$ cat src/rtl/ccl_fetch_ctrl_if.sv
`default_nettype none
// ============================================================================
//  Module   : ccl_fetch_ctrl_if
//  Purpose  : Bundles the fetch controller's start request, frame-memory read
//             port, byte-buffer write port and group handshake.
//             - master : the fetch controller.
//             - slave  : the surrounding DCU logic (memory, buffer, consumer).
//  Revision : 1.0 - initial release
// ============================================================================
interface ccl_fetch_ctrl_if #(
   parameter int ADDR_W   = 10,
   parameter int N_GROUPS = 48
);
   localparam int IDX_W = (N_GROUPS > 1) ? $clog2(N_GROUPS) : 1;

   // Frame request
   logic              start;
   logic [ADDR_W-1:0] base_addr;

   // Frame-memory read port
   logic              mem_rd;
   logic [ADDR_W-1:0] mem_addr;
   logic [7:0]        mem_data;

   // Byte-buffer write port
   logic              buf_enb;
   logic [1:0]        buf_addr;
   logic [7:0]        buf_byte;

   // Group handshake and status
   logic              grp_valid;
   logic              grp_ready;
   logic [IDX_W-1:0]  grp_idx;
   logic              busy;
   logic              done;

   modport master (
      input  start, base_addr, mem_data, grp_ready,
      output mem_rd, mem_addr, buf_enb, buf_addr, buf_byte,
             grp_valid, grp_idx, busy, done
   );

   modport slave (
      output start, base_addr, mem_data, grp_ready,
      input  mem_rd, mem_addr, buf_enb, buf_addr, buf_byte,
             grp_valid, grp_idx, busy, done
   );
endinterface
`default_nettype wire

$ cat src/rtl/ccl_fetch_ctrl.sv
`default_nettype none
// ============================================================================
//  Module   : ccl_fetch_ctrl
//  Purpose  : Loads the CCL 4-byte square buffer from byte-wide frame memory,
//             one group at a time, then holds the buffer and offers the group
//             to the square consumer over a valid/ready handshake.
//  Revision : 1.0 - initial release
// ============================================================================
module ccl_fetch_ctrl #(
   parameter int ADDR_W   = 10,
   parameter int N_GROUPS = 48
) (
   input  logic                    clk,
   input  logic                    rst_n,
   ccl_fetch_ctrl_if.master        bus
);

   localparam int IDX_W = (N_GROUPS > 1) ? $clog2(N_GROUPS) : 1;
   localparam logic [IDX_W-1:0] LAST_IDX = IDX_W'(N_GROUPS - 1);

   typedef enum logic [2:0] {
      S_IDLE  = 3'd0,
      S_FETCH = 3'd1,
      S_WRITE = 3'd2,
      S_VALID = 3'd3,
      S_DONE  = 3'd4
   } state_t;

   state_t            state_q;

   // Address counter: always the next byte address to be read.
   logic [ADDR_W-1:0] addr_q;
   logic [ADDR_W-1:0] addr_d;
   // Slot of the read issued in the current cycle.
   logic [1:0]        slot_q;
   logic [1:0]        slot_d;
   logic [IDX_W-1:0]  grp_idx_q;

   // Registered outputs
   logic              mem_rd_q;
   logic [ADDR_W-1:0] mem_addr_q;
   logic              buf_enb_q;
   logic [1:0]        buf_addr_q;
   logic              grp_valid_q;
   logic              busy_q;
   logic              done_q;

   // Incremented counter/slot values; address arithmetic wraps modulo 2^ADDR_W.
   always_comb begin
      addr_d = addr_q + ADDR_W'(1);
      slot_d = slot_q + 2'd1;
   end

   // Fetch sequencer: state, counters and all registered outputs.
   always_ff @(posedge clk) begin
      if (!rst_n) begin
         state_q     <= S_IDLE;
         addr_q      <= '0;
         slot_q      <= 2'd0;
         grp_idx_q   <= '0;
         mem_rd_q    <= 1'b0;
         mem_addr_q  <= '0;
         buf_enb_q   <= 1'b0;   // drops any read still in flight
         buf_addr_q  <= 2'd0;
         grp_valid_q <= 1'b0;
         busy_q      <= 1'b0;
         done_q      <= 1'b0;
      end else begin
         // Buffer writes trail the read strobe by one cycle to meet mem_data.
         buf_enb_q  <= mem_rd_q;
         buf_addr_q <= slot_q;
         done_q     <= 1'b0;

         unique case (state_q)
            S_IDLE: begin
               if (bus.start) begin
                  state_q    <= S_FETCH;
                  mem_rd_q   <= 1'b1;
                  mem_addr_q <= bus.base_addr;
                  addr_q     <= bus.base_addr + ADDR_W'(1);
                  slot_q     <= 2'd0;
                  grp_idx_q  <= '0;
                  busy_q     <= 1'b1;
               end
            end

            S_FETCH: begin
               if (slot_q == 2'd3) begin
                  // Last read of the group was issued this cycle.
                  state_q  <= S_WRITE;
                  mem_rd_q <= 1'b0;
                  slot_q   <= 2'd0;
               end else begin
                  mem_rd_q   <= 1'b1;
                  mem_addr_q <= addr_q;
                  addr_q     <= addr_d;
                  slot_q     <= slot_d;
               end
            end

            S_WRITE: begin
               // Slot-3 byte lands in the buffer this cycle.
               state_q     <= S_VALID;
               grp_valid_q <= 1'b1;
            end

            S_VALID: begin
               if (bus.grp_ready) begin
                  grp_valid_q <= 1'b0;
                  if (grp_idx_q == LAST_IDX) begin
                     state_q <= S_DONE;
                     done_q  <= 1'b1;
                  end else begin
                     state_q    <= S_FETCH;
                     grp_idx_q  <= grp_idx_q + IDX_W'(1);
                     mem_rd_q   <= 1'b1;
                     mem_addr_q <= addr_q;
                     addr_q     <= addr_d;
                     slot_q     <= 2'd0;
                  end
               end
            end

            S_DONE: begin
               state_q <= S_IDLE;
               busy_q  <= 1'b0;
            end

            default: begin
               state_q     <= S_IDLE;
               mem_rd_q    <= 1'b0;
               grp_valid_q <= 1'b0;
               busy_q      <= 1'b0;
            end
         endcase
      end
   end

   assign bus.mem_rd    = mem_rd_q;
   assign bus.mem_addr  = mem_addr_q;
   assign bus.buf_enb   = buf_enb_q;
   assign bus.buf_addr  = buf_addr_q;
   assign bus.buf_byte  = bus.mem_data;   // memory data goes straight to the buffer
   assign bus.grp_valid = grp_valid_q;
   assign bus.grp_idx   = grp_idx_q;
   assign bus.busy      = busy_q;
   assign bus.done      = done_q;

endmodule
`default_nettype wire

$ cat src/flat_wrapper.sv
// flat-port wrapper written by rule: the top's interface ports become plain ports
module ccl_fetch_ctrl_flat 
#(
   parameter int ADDR_W   = 10,
   parameter int N_GROUPS = 48
)
  (clk, rst_n, bus_start, bus_base_addr, bus_mem_data, bus_grp_ready, bus_mem_rd, bus_mem_addr, bus_buf_enb, bus_buf_addr, bus_buf_byte, bus_grp_valid, bus_grp_idx, bus_busy, bus_done);
  ccl_fetch_ctrl_if #(.ADDR_W(ADDR_W), .N_GROUPS(N_GROUPS)) bus_i ();
  input  logic clk;
  input  logic rst_n;
  input wire logic [$bits(bus_i.start)-1:0] bus_start;
  input wire logic [$bits(bus_i.base_addr)-1:0] bus_base_addr;
  input wire logic [$bits(bus_i.mem_data)-1:0] bus_mem_data;
  input wire logic [$bits(bus_i.grp_ready)-1:0] bus_grp_ready;
  output wire logic [$bits(bus_i.mem_rd)-1:0] bus_mem_rd;
  output wire logic [$bits(bus_i.mem_addr)-1:0] bus_mem_addr;
  output wire logic [$bits(bus_i.buf_enb)-1:0] bus_buf_enb;
  output wire logic [$bits(bus_i.buf_addr)-1:0] bus_buf_addr;
  output wire logic [$bits(bus_i.buf_byte)-1:0] bus_buf_byte;
  output wire logic [$bits(bus_i.grp_valid)-1:0] bus_grp_valid;
  output wire logic [$bits(bus_i.grp_idx)-1:0] bus_grp_idx;
  output wire logic [$bits(bus_i.busy)-1:0] bus_busy;
  output wire logic [$bits(bus_i.done)-1:0] bus_done;
  assign bus_i.start = bus_start;
  assign bus_i.base_addr = bus_base_addr;
  assign bus_i.mem_data = bus_mem_data;
  assign bus_i.grp_ready = bus_grp_ready;
  assign bus_mem_rd = bus_i.mem_rd;
  assign bus_mem_addr = bus_i.mem_addr;
  assign bus_buf_enb = bus_i.buf_enb;
  assign bus_buf_addr = bus_i.buf_addr;
  assign bus_buf_byte = bus_i.buf_byte;
  assign bus_grp_valid = bus_i.grp_valid;
  assign bus_grp_idx = bus_i.grp_idx;
  assign bus_busy = bus_i.busy;
  assign bus_done = bus_i.done;
  ccl_fetch_ctrl #(.ADDR_W(ADDR_W), .N_GROUPS(N_GROUPS)) u_core (.clk(clk), .rst_n(rst_n), .bus(bus_i));
endmodule
$ cat config.mk
export PLATFORM = sky130hd
export DESIGN_NAME = ccl_fetch_ctrl_flat
export DESIGN_NICKNAME = d
export VERILOG_FILES = /design/src/rtl/ccl_fetch_ctrl_if.sv /design/src/rtl/ccl_fetch_ctrl.sv /design/src/flat_wrapper.sv
export SDC_FILE = /design/constraint.sdc
export NUM_CORES = 1
export LEC_CHECK = 0
export CAP_MARGIN = 20
export CORE_ASPECT_RATIO = 1.75
export CORE_MARGIN = 10
export CORE_UTILIZATION = 51
export DETAILED_ROUTE_END_ITERATION = 16
export GPL_TIMING_DRIVEN = 0
export PLACE_DENSITY_LB_ADDON = 0.2
export SYNTH_ARGS = -nofsm -noshare
export SYNTH_HDL_FRONTEND = slang
export SYNTH_SLANG_ARGS = --single-unit
$ cat constraint.sdc
create_clock -name clk -period 3.85 [get_ports clk]
set_input_delay 0.77 -clock clk [delete_from_list [all_inputs] [get_ports clk]]
set_output_delay 0.77 -clock clk [all_outputs]
set_load 0.01 [all_outputs]
# --- After elaboration in Yosys (flattened, before gate mapping) ---
# Index checks and enable logic that the tools add are counted.
op_classes:
  n_addsub: 4
  n_eq_ne: 11
  muxes: 33
  bitwise: 3
  reduce_logical: 14
ops:
  columns: ["operator", "count"]
  rows:
  - ["10-bit two-way mux", 8]
  - ["10-bit case mux with 3 select lines", 2]
  - ["10-bit by 1-bit adder with 10-bit output (second input constant)", 2]
  - ["6-bit two-way mux", 3]
  - ["3-bit two-way mux", 4]
  - ["3-bit case mux with 4 select lines", 1]
  - ["6-bit case mux with 2 select lines", 1]
  - ["4-bit AND reduction", 3]
  - ["2-bit two-way mux", 4]
  - ["2-bit inequality test (second input constant)", 4]
  - ["6-bit by 1-bit adder with 6-bit output (second input constant)", 1]
  - ["3-bit by 2-bit == test with 1-bit output (second input constant)", 2]
  - ["6-bit == test (second input constant)", 1]
  - ["1-bit two-way mux", 6]
  - ["2-bit case mux with 3 select lines", 1]
  - ["3-bit AND reduction", 2]
  - ["3-bit OR reduction", 2]
  - ["5-bit AND reduction", 1]
  - ["1-bit case mux with 4 select lines", 1]
  - ["2-bit AND reduction", 2]
  - ["3-bit by 1-bit == test with 1-bit output (second input constant)", 1]
  - ["3-bit == test (second input constant)", 1]
  - ["3-bit logical NOT", 1]
  - ["1-bit NOT", 3]
  - ["other kinds (8)", 8]
word_totals:
  ff_bits: 38
  input_bits: 22
  word_cells: 76

# --- Logic depth before layout (Yosys ltp) ---
# Gate-level depths: netlist of run 1.
logic_depth:
  ltp_word: 4
  mapped_depth: 7

# --- Least setup slack after synthesis of run 1 ---
# No wires, ideal clock.
synth_path:
  path_type: "input-to-reg"
  from: "input port bus_base_addr[0]"
  to: "register u_core.addr_q[9]"
  setup_time_ps: 83
  arrival_time_ps: 2242
  required_time_ps: 3767
  setup_slack_ps: 1525
  path_stages: 6
  path_cell_list: "nand2_1 > mux2_4 > or4_1 > buf_2 > or4_1 > o221ai_1"
synth_via:
  elab_chain_cells: 3
synth_lines:
  columns: ["item", "line_no", "source"]
  rows:
  - ["start, declared", "flat_wrapper.sv:12", "input wire logic [$bits(bus_i.base_addr)-1:0] bus_base_addr;"]
  - ["10-bit by 1-bit adder with 10-bit output", "ccl_fetch_ctrl.sv:80", "addr_q <= bus.base_addr + ADDR_W'(1);"]
  - ["10-bit two-way mux", "ccl_fetch_ctrl.sv:76", "if (bus.start) begin"]
  - ["10-bit case mux with 3 select lines", "ccl_fetch_ctrl.sv:74", "unique case (state_q)"]
  - ["end signal, assigned", "ccl_fetch_ctrl.sv:80", null]
  - ["end signal, assigned", "ccl_fetch_ctrl.sv:96", "addr_q <= addr_d;"]
  - ["end signal, assigned", "ccl_fetch_ctrl.sv:118", "addr_q <= addr_d;"]
  - ["end, declared", "ccl_fetch_ctrl.sv:32", "logic [ADDR_W-1:0] addr_q;"]
# No other way between the ends. The select of a mux whose other input is x is not followed.
# A chain may end at the register's enable or synchronous reset.

# --- Worst setup path in the final report of run 1 ---
layout_path:
  from: "input port bus_grp_ready"
  to: "register u_core.addr_q[1]"
layout_via:
  elab_chain_cells: 2
layout_lines:
  columns: ["item", "line_no", "source"]
  rows:
  - ["start, declared", "flat_wrapper.sv:14", "input wire logic [$bits(bus_i.grp_ready)-1:0] bus_grp_ready;"]
  - ["2-bit inequality test (no line)", null, null]
  - ["5-bit AND reduction (no line)", null, null]
# No other way between the ends.

==> qor.yml, run 1 <==
status: "completed"
syn_to_final_growth_pct: 33.0
vias: 1761
cp-end-kind: "flop"
htreeDepth: 2
utilization_pct: 71.1
n_antenna_cell: 0
drive_above_1_share_pct: 7.41
routed_via_density: 5.59
clkLatencyLatePin_ns: 0.30
hold_viol_final: 0
drt_iter0_drc: 51
vdd_drop_max_v: 0.000323
clockRootBuffer: "clkbuf_8"
initial_core_util_pct: 53.4
yosys_warnings: 0
post-route-drc-count: 0
critPathTopFamily: "buffers and inverters"
netlist_area_mm2: 0.00183
path_clk_slew_ns: 0.08
synth_top_area_share_pct: 41.5
rows: 28
synth_nets: 242
synth-seq-cells: 38
setup_viol: 0
layout_common_cells: "clkdlybuf4s50_1 (44), dfxtp_1 (38), nor2_1 (26)"
synth_area_per_cell_um2: 8.41
yosys.area.top_type: "dfxtp_1"
critPathRequiredTime_ns: 4.08
first_pass_iters: 4
crit_path_start_kind: "input port"
cts_setup_buffers: 0
layout_commonest_cell: "clkdlybuf4s50_1"
grt_pass1_vias: 1820
yosysUniqueCellTypes: 41
antenna_left: 0
crit_arrival_ns: 2.99
placed_area_mm2: 0.00233
grt_start_max_net_pins: 13
setup_tns_ns: 0
critPathKind: "in2reg"
cts_made_buffers: 5
p_leak_nw: 0.942
hp-class: "reg2reg"
overflow: 0
maxSlewViolCount: 0
hold_slack_ns: 0.454
min_period_ns: 2.76
ys_top_cells_by_area: "dfxtp_1 (41%), mux2i_1 (5.5%), nor2_1 (5.3%), a211oi_1 (4.9%), nand2_1 (4.5%)"
portBuffers: 44
die_h_um: 99.3
antenna_found_initial: 0
wl_per_cell_um: 15.4
cts_resized: 0
grt_first_pass_wirelength_um: 8220
die_x_um: 65.3
cp_slowest_cell: "nor3_1"
wl_um: 4860
cp_cell_sequence: "clkdlybuf4s50_1 > nand2b_1 > a32oi_1 > nor3_1 > clkbuf_1 > o21ai_0 > a21oi_1"
hpwl_um: 3850
path_buf_inv: 2
synthCells: 218
slew_headroom_pct: 45.2
skew_ns: 0.00568
maxCapViolCount: 0
fin_crit_sh_pct: 71.7
critPathMaxFanout: 10
ioPinCount: 53
yosysSeqAreaShare_pct: 41.5
cts_buffer_depth: 2
gp_congestion: 0.851
cp_slowest_stage_delay_ns: 0.70
finalPower_uw: 923
grt_use_total_pct: 15.7
nFillCells: 329
num-nets-final: 293
ctsHoldBuffers: 0
fmax_mhz: 362
powerDensity_mw_per_mm2: 378
core-area_mm2: 0.00343
design_area_mm2: 0.00244
cts_tree: "built"
tightest_slew_ns: 0.816
cts_sinks: 38
dieArea_mm2: 0.00649
rsz0062_at_grt: "no"
## metal layers
| layer | vias up | GRT usage (%) | wire length (µm) |
|---|---|---|---|
| met5 | - | 0 | 0 |
| met4 | 0 | 9.27 | 123 |
| met3 | 10 | 4.49 | 239 |
| met2 | 46 | 29.3 | 2740 |
| met1 | 830 | 14.2 | 1750 |
| li1 | 875 | - | - |
## worst register-to-register path: cells and delay by family, from the launching register on
family                 cells  cell delay, ns
AO/OA/AOI/OAI              3            0.50
buffers and inverters      2            0.79
flip-flops                 1            0.37
AND/OR/NAND/NOR            2            0.83
## area by class of cell
type	count	area (µm²)	share of cell area [%]
Buffer	21	118	4.82
Clock buffer	5	68.8	2.82
Clock inverter	3	40.0	1.64
Inverter	6	22.5	0.923
Multi-Input combinational cell	153	933	38.3
Sequential cell	38	761	31.2
Tap cell	45	56.3	2.31
Timing Repair Buffer	44	440	18.1
## logic make-up after synthesis
kind of cell    after synthesis  share of synthesized area [%]
compound gates               49                           18.0
flops                        38                           41.5
simple gates                 84                           21.9
fa+ha+maj                     2                           1.36
xor+xnor                      7                           3.34
mux                          11                           6.28
buf+inv                      27                           7.64
## stage by stage
step           worst slack, ns  instances
3_5_place_dp             0.794        307
3_3_place_gp             0.815        307
6_report                  1.09        315
2_1_floorplan             1.52        218
5_1_grt                  0.928        315
4_1_cts                   1.10        315
## path summary, 6_finish.rpt
check / endpoint / slack, ns / cells past startpoint / start
max: u_core.addr_q[1] / 1.09 / 7 / bus_grp_ready
min: u_core.addr_q[4] / 0.45 / 2 / u_core.addr_q[4]
max reg2reg: u_core.addr_q[1] / 1.29 / 7 / u_core.state_q[0]
min reg2reg: u_core.addr_q[4] / 0.45 / 2 / u_core.addr_q[4]
## state kept, by name, indices dropped and copies added (netlist names), 2 cells and up
name	count
u_core.bus.grp_idx	6
u_core.slot_q	2
u_core.state_q	3
u_core.bus.buf_addr	2
u_core.bus.mem_addr	10
u_core.addr_q	10
## cell usage after synthesis (all sizes together)
cell	instances
and3	2
nor3	6
o21ai	9
a211oi	12
o311ai	1
or2	1
o211ai	1
nand3b	2
ha	2
nor4	1
nor2	26
buf	10
xnor2	7
clkbuf	11
or4	2
and2	4
o221ai	1
a32oi	2
a31oi	3
nor3b	1
or3	3
nand2b	4
o2111ai	2
nand4	1
a2111oi	1
mux2i	10
o31a	1
nor2b	3
and4b	1
inv	6
a311oi	2
o32ai	1
o22ai	2
dfxtp	38
nand3	5
nand2	22
mux2	1
a21oi	10
o311a	1
## power by group
group	internal, mW	switching [mW]
registers	0.416	0.0136
clock network	0.191	0.146
logic	0.0801	0.0771
No activity file was read; power rests on OpenSTA's default activity.
==> run 2: changes to the inputs <==
CORE_UTILIZATION = 47   (was 51)
clock period = 2.9 ns   (was 3.85 ns; I/O delays follow)
==> qor.yml, run 2 (synthesis results as in run 1) <==
antenna_left: 0
skew_ns: 0.00758
drt_iter0_drc: 51
antenna_found_initial: 0
place_worst_setup_slack_ns: 0.0536
path_buf_inv: 2
maxCapViolCount: 0
crit_arrival_ns: 2.77
finalPower_mw: 1.15
hold_viol_final: 0
first_pass_iters: 5
portBuffers: 44
critPathRequiredTime_ns: 3.11
routed_via_density: 5.44
cts_tree: "built"
crit_path_start_kind: "input port"
clockRootBuffer: "clkbuf_8"
slew_headroom_pct: 52.8
tightest_slew_ns: 0.702
crit_top_cell: "or4_1"
cp_slowest_stage_delay_ns: 0.56
hpwl_um: 3780
fmax_mhz: 390
cp-end-kind: "flop"
n_antenna_cell: 0
die_x_um: 67.2
maxSlewViolCount: 0
r2r_slack_ns: 0.48
critPathKind: "in2reg"
ctsHoldBuffers: 0
dieArea_mm2: 0.00690
cts_setup_buffers: 0
gp_congestion: 0.874
grt_first_pass_wirelength_um: 7900
wl_um: 4780
hp-class: "reg2reg"
layout_common_cells: "clkdlybuf4s50_1 (44), dfxtp_1 (38), nor2_1 (26)"
cts_made_buffers: 5
drive_above_1_share_pct: 7.04
hold_slack_ns: 0.457
cts_sinks: 38
setup_viol: 0
cts_resized: 0
clkLatencyLatePin_ns: 0.29
cp_cell_sequence: "clkdlybuf4s50_1 > nand2_1 > mux2_4 > or4_1 > buf_2 > or4_1 > o221ai_1"
setup_tns_ns: 0
layout_commonest_cell: "clkdlybuf4s50_1"
core-area_mm2: 0.00383
post-route-drc-count: 0
htreeDepth: 2
grt_use_total_pct: 14.5
grt_start_max_net_pins: 12
num-nets-final: 293
grt_pass1_vias: 1780
setup_ws_ns: 0.337
p_leak_nw: 0.933
fin_crit_sh_pct: 88.4
initial_core_util_pct: 47.9
overflow: 0
die_h_um: 103
powerDensity_mw_per_mm2: 473
rsz0062_at_grt: "no"
critPathMaxFanout: 6
rows: 30
wl_per_cell_um: 15.0
path_clk_slew_ns: 0.08
critPathTopFamily: "simple AND/OR/NAND/NOR gates"
syn_to_final_growth_pct: 32.3
min_period_ns: 2.56
vdd_drop_max_v: 0.000384
status: "completed"
ioPinCount: 53
cp_slowest_cell: "clkdlybuf4s50_1"
cts_buffer_depth: 2
vias: 1729
nFillCells: 358
-- run 2: tightest hold or removal path: cells and delay by family (launching register included) --
family / cells / cell delay [ns]
AO/OA/AOI/OAI: 1 / 0.05
flip-flops: 1 / 0.31
AND/OR/NAND/NOR: 1 / 0.05
-- run 2: cell type report --
| type | count | area [µm²] | share of cell area [%] |
|---|---|---|---|
| Multi-Input combinational cell | 153 | 933 | 38.5 |
| Sequential cell | 38 | 761 | 31.4 |
| Timing Repair Buffer | 44 | 440 | 18.2 |
| Buffer | 21 | 118 | 4.85 |
| Clock buffer | 7 | 86.3 | 3.56 |
| Tap cell | 48 | 60.1 | 2.48 |
| Inverter | 6 | 22.5 | 0.928 |
| Clock inverter | 1 | 5.00 | 0.206 |
-- run 2: metrics by stage --
stage                     std cells  area [µm²]  utilization, %
after floorplan                 218        1830               -
after global placement          310        2330            61.0
after detailed placement        310        2330            61.0
after CTS                       318        2430            63.4
after global routing            318        2430            63.4
final                           318        2430            63.4
-- run 2: path summary, 6_finish.rpt --
kind / cells past startpoint / endpoint / startpoint
worst min register to register: 2 / u_core.addr_q[4] / u_core.addr_q[4]
worst max register to register: 7 / u_core.addr_q[1] / u_core.state_q[0]
worst min-delay path: 2 / u_core.addr_q[4] / u_core.addr_q[4]
worst max-delay path: 7 / u_core.addr_q[9] / bus_base_addr[0]
-- run 2: per-layer routing --
layer	global-route usage, %	share of wire [%]	up-vias
li1	-	-	868
met1	14.8	39	812
met2	26.2	56	41
met3	3.48	3.9	8
met4	6.98	1.9	0
met5	0	0	-
-- run 2: power breakdown --
| part | switching [mW] | internal (mW) |
|---|---|---|
| Sequential | 0.0175 | 0.553 |
| Clock | 0.177 | 0.192 |
| Combinational | 0.103 | 0.106 |
